### src/rtl/deco_exe_ctrl_stage.sv
// Decode-to-execute control stage.
// Registers one control word from decode behind a valid/ready handshake.
// Stalls trig (SIN/COS) instructions for TRIG_LATENCY cycles.
// Retires instructions toward the memory stage.
// On retire it commits NZCV flags, raises branch redirects and counts instructions.
//
// in_ctrl / out_ctrl packing (MSB..LSB):
//   [15] pcSrc  [14] regWrite  [13] trigControl  [12:9] aluControl
//   [8:7] memToReg  [6] flagWrite  [5] immSrc  [4] aluSrc
//   [3] memWrite  [2] memPixWrite  [1] branch  [0] bLink
module deco_exe_ctrl_stage #(
  parameter int TRIG_LATENCY = 4,
  parameter int CNT_W        = 16
) (
  input  logic             clk,
  input  logic             rst,
  input  logic             in_valid,
  output logic             in_ready,
  input  logic [15:0]      in_ctrl,
  input  logic [3:0]       alu_flags,
  input  logic             flush,
  output logic             out_valid,
  input  logic             out_ready,
  output logic [15:0]      out_ctrl,
  output logic [3:0]       flags,
  output logic             redirect,
  output logic             link_write,
  output logic [CNT_W-1:0] retired_count
);

  localparam int          BIT_PCSRC  = 15;
  localparam int          BIT_TRIG   = 13;
  localparam int          BIT_FLAGW  = 6;
  localparam int          BIT_BRANCH = 1;
  localparam int          BIT_BLINK  = 0;

  // A latency of 1 means trig instructions behave like any other.
  localparam bit          TRIG_STALL = (TRIG_LATENCY > 1);
  localparam int          TC_W       = $clog2(TRIG_LATENCY + 1);
  localparam int          TRIG_LOAD_I = TRIG_STALL ? (TRIG_LATENCY - 2) : 0;
  localparam logic [TC_W-1:0] TRIG_LOAD = TC_W'(TRIG_LOAD_I);

  typedef enum logic [1:0] {
    S_EMPTY     = 2'd0,
    S_TRIG_BUSY = 2'd1,
    S_HOLD      = 2'd2
  } state_t;

  state_t           r_state;
  state_t           w_state_nxt;
  state_t           w_cap_state;
  logic [15:0]      r_ctrl;
  logic [TC_W-1:0]  r_trig_cnt;
  logic [3:0]       r_flags;
  logic             r_redirect;
  logic             r_link_write;
  logic [CNT_W-1:0] r_retired;

  logic             w_out_valid;
  logic             w_in_ready;
  logic             w_fire;
  logic             w_take;
  logic             w_capture;
  logic             w_cap_trig;

  // Handshake decode and next-state selection; flush overrides everything.
  always_comb begin
    // NOTE: every signal gets a default first so no path leaves it unassigned (no latch).
    w_in_ready  = 1'b0;
    w_state_nxt = r_state;
    w_out_valid = (r_state == S_HOLD);
    w_fire      = w_out_valid & out_ready & ~flush;
    w_take      = w_fire & r_ctrl[BIT_PCSRC] & r_ctrl[BIT_BRANCH];
    w_cap_trig  = in_ctrl[BIT_TRIG] & TRIG_STALL;
    w_cap_state = w_cap_trig ? S_TRIG_BUSY : S_HOLD;

    case (r_state)
      S_EMPTY: w_in_ready = ~flush;
      S_HOLD:  w_in_ready = out_ready & ~flush;
      default: w_in_ready = 1'b0;
    endcase

    // A word accepted alongside a taken branch is on the wrong path: squash it.
    w_capture = in_valid & w_in_ready & ~w_take;

    if (flush) begin
      w_state_nxt = S_EMPTY;
    end else begin
      case (r_state)
        S_EMPTY: begin
          if (w_capture) w_state_nxt = w_cap_state;
        end
        S_TRIG_BUSY: begin
          if (r_trig_cnt == '0) w_state_nxt = S_HOLD;
        end
        S_HOLD: begin
          if (w_fire) w_state_nxt = w_capture ? w_cap_state : S_EMPTY;
        end
        default: w_state_nxt = S_EMPTY;
      endcase
    end
  end

  // State register and held control word.
  always_ff @(posedge clk or posedge rst) begin
    // NOTE: sequential state uses non-blocking assignments so all registers update together.
    if (rst) begin
      r_state <= S_EMPTY;
      r_ctrl  <= '0;
    end else begin
      r_state <= w_state_nxt;
      if (w_capture) r_ctrl <= in_ctrl;
    end
  end

  // Trig stall counter: loaded on capture of a trig word, counts down while busy.
  always_ff @(posedge clk or posedge rst) begin
    if (rst) begin
      r_trig_cnt <= '0;
    end else if (w_capture && w_cap_trig) begin
      r_trig_cnt <= TRIG_LOAD;
    end else if (r_state == S_TRIG_BUSY && r_trig_cnt != '0) begin
      r_trig_cnt <= r_trig_cnt - TC_W'(1);
    end
  end

  // Retire side effects: flag commit, instruction count, one-cycle redirect pulse.
  always_ff @(posedge clk or posedge rst) begin
    if (rst) begin
      r_flags      <= '0;
      r_retired    <= '0;
      r_redirect   <= 1'b0;
      r_link_write <= 1'b0;
    end else begin
      if (w_fire && r_ctrl[BIT_FLAGW]) r_flags <= alu_flags;
      if (w_fire) r_retired <= r_retired + CNT_W'(1);
      r_redirect   <= w_take;
      r_link_write <= w_take & r_ctrl[BIT_BLINK];
    end
  end

  assign in_ready      = w_in_ready;
  assign out_valid     = w_out_valid;
  assign out_ctrl      = r_ctrl;
  assign flags         = r_flags;
  assign redirect      = r_redirect;
  assign link_write    = r_link_write;
  assign retired_count = r_retired;

endmodule

### config.mk
export PLATFORM = sky130hd
export DESIGN_NAME = deco_exe_ctrl_stage
export DESIGN_NICKNAME = d
export VERILOG_FILES = /design/src/rtl/deco_exe_ctrl_stage.sv
export SDC_FILE = /design/constraint.sdc
export NUM_CORES = 1
export LEC_CHECK = 0
export ABC_AREA = 1
export CAP_MARGIN = 20
export CORE_MARGIN = 2
export CORE_UTILIZATION = 35
export DETAILED_ROUTE_END_ITERATION = 12
export PLACE_DENSITY = 0.63
export SYNTH_ARGS = -nofsm -noshare
export SYNTH_HDL_FRONTEND = slang
export SYNTH_SLANG_ARGS = --single-unit
### constraint.sdc
create_clock -name clk -period 3.2 [get_ports clk]
set_input_delay 0.96 -clock clk [delete_from_list [all_inputs] [get_ports clk]]
set_output_delay 0.96 -clock clk [all_outputs]
set_load 0.1 [all_outputs]
==> reports/metrics.yaml <==
dp_hpwl_mm: 3.09
final_common_cell: "nand2_1"
multi_input_area_um2: 862
cp-end-kind: "output pin"
initial_core_util_pct: 35.9
ys_seq_area_share_pct: 50.9
drc: 0
overflow: 0
max_cap_viol_count: 0
grt_pass1_wl_mm: 7.27
die_area_um2: 6680
netlist_top_cells_area: "dfrtp_1 (51%), nand2_1 (10%), inv_1 (6.2%)"
core-area_um2: 5890
setup_viol: 0
row_count: 28
period_minus_slack_ps: 3030
dr_total_vias: 1619
cts-root-buf: "clkbuf_8"
synth_top_area_share_pct: 50.9
cts_setup_buffers: 0
hp-class: "flop to flop"
yosysUniqueCellTypes: 31
cp_data_required_time_ps: 2240
netlist_area_um2: 2120
max_freq_mhz: 330
area_growth_pct: 34.6
post_drt_wl_per_cell_um: 11.2
fin_skew_ps: 4.41
cp_max_fo: 3
crit_path_start_kind: "input port"
placed_area_um2: 2740
die_w_um: 81.8
seq_area_um2: 1080
r2r_slack_ps: 1540
cts_buffers: 5
grt_start_max_net_pins: 44
die_h_um: 81.8
ys_ff_latch: 43
syn_nets: 252
insertion_delay_ps: 290
hold_violations: 0
port_buffers: 64
final_cell_mix: "nand2_1 (58), dfrtp_1 (43), buf_4 (41)"
p_leak_uw: 0.00147
criticalPathCategory: "input port to output pin"
final_max_slew_viol_count: 0
synth_top_cell_by_area: "dfrtp_1"
maxSlewHeadroom_pct: 63.5
worst_pin_slew_ps: 548
htree_levels: 2
gp_congestion: 0.807
cts_hold_buf: 0
fillers: 577
grt_pass1_vias: 1582
drive_gt1_share_pct: 26.8
diodes: 0
avgSynthCellArea_um2: 9.45
final_cell_area_um2: 2850
via_per_inst: 4.38
drt-initial-drc-count: 43
antenna_found_initial: 0
tns_ps: 0
powerDensity_nw_per_um2: 824
cts.sinks: 43
fin_nets: 322
ys_warn_count: 0
crit_arrival_ps: 2070
io_pins: 65
syn_inst: 224
clkTransAtPathRegs_ps: 80
drtPass1Iterations: 4
wirelength_mm: 4.15
cts_tree: "yes"
fin_crit_sh_pct: 94.8
outcome: "finished, final reports clean"
clk_path_buf_depth: 2
rsz0062_at_grt: "no"
peakVddDrop_v: 0.000556
ant_nets: 0
post_cts_resized: 0
grt_use_total_pct: 14.2
routing by layer:
metal | share of wire [%] | GRT usage (%) | vias up
li1 | - | - | 835
met1 | 44 | 17.4 | 738
met2 | 49 | 24.3 | 40
met3 | 5.6 | 3.85 | 6
met4 | 1.3 | 4.50 | 0
met5 | 0 | 0 | -
logic make-up after synthesis:
logic type	synth area share [%]
and+or+nand+nor	25.6
DFF	50.9
buffers and inverters	8.40
AOI/OAI and AO/OA	6.39
xor gates and xnor gates	4.14
muxes	2.84
adders and majority gates	1.77
layout make-up:
cell class,count,share of cell area (%)
Sequential cell,43,37.8
Multi-Input combinational cell,141,30.3
Timing Repair Buffer,66,19.9
Inverter,37,5.05
Clock buffer,7,3.38
Tap cell,75,3.30
Clock inverter,1,0.264
state kept, by name, summed over array words and instances (netlist names):
register       cells
out_ctrl          16
r_state            2
redirect           1
retired_count     16
flags              4
link_write         1
r_trig_cnt         3
metrics by stage:
| step | hold WS, ps | power (µW) | util (%) | cells | setup WS (ps) |
|---|---|---|---|---|---|
| after floorplan | 479 | 1720 | - | 224 | 612 |
| after global placement | 468 | 1970 | 46.6 | 362 | 179 |
| after detailed placement | 478 | 1980 | 46.6 | 362 | 161 |
| after CTS | 501 | 2380 | 48.4 | 370 | 149 |
| after global routing | 526 | 2470 | 48.4 | 370 | 107 |
| final | 491 | 2350 | 48.4 | 370 | 167 |
worst max-delay path: stages:
cell and delay [ps]:
clkdlybuf4s50_1 460, inv_1 70, nor2_2 230, nand2_8 80, nand2_4 100, buf_12 180
Yosys cell counts (all sizes together):
cell type / number
o21ai: 15
nand3b: 1
nand4: 3
xor2: 6
inv: 37
dfrtp: 43
nand3: 11
nor3: 6
nor4: 1
xnor2: 4
buf: 3
o211ai: 1
nor2: 18
a21oi: 6
nand2: 62
mux2: 4
ha: 3
report_power, final:
group	total (µW)	internal (µW)	switching, µW
Sequential	749	658	90.7
Combinational	1210	268	944
Clock	385	196	189
final timing paths:
path | start | end | depth (start not counted)
min in group asynchronous | rst | out_ctrl[14] | 3
max | out_ready | in_ready | 6
max reg2reg | r_state[0] | out_ctrl[13] | 7
min reg2reg | retired_count[4] | retired_count[4] | 1
max in group asynchronous | rst | r_trig_cnt[1] | 3
min | retired_count[4] | retired_count[4] | 1
(Power assumes the default switching activity.)
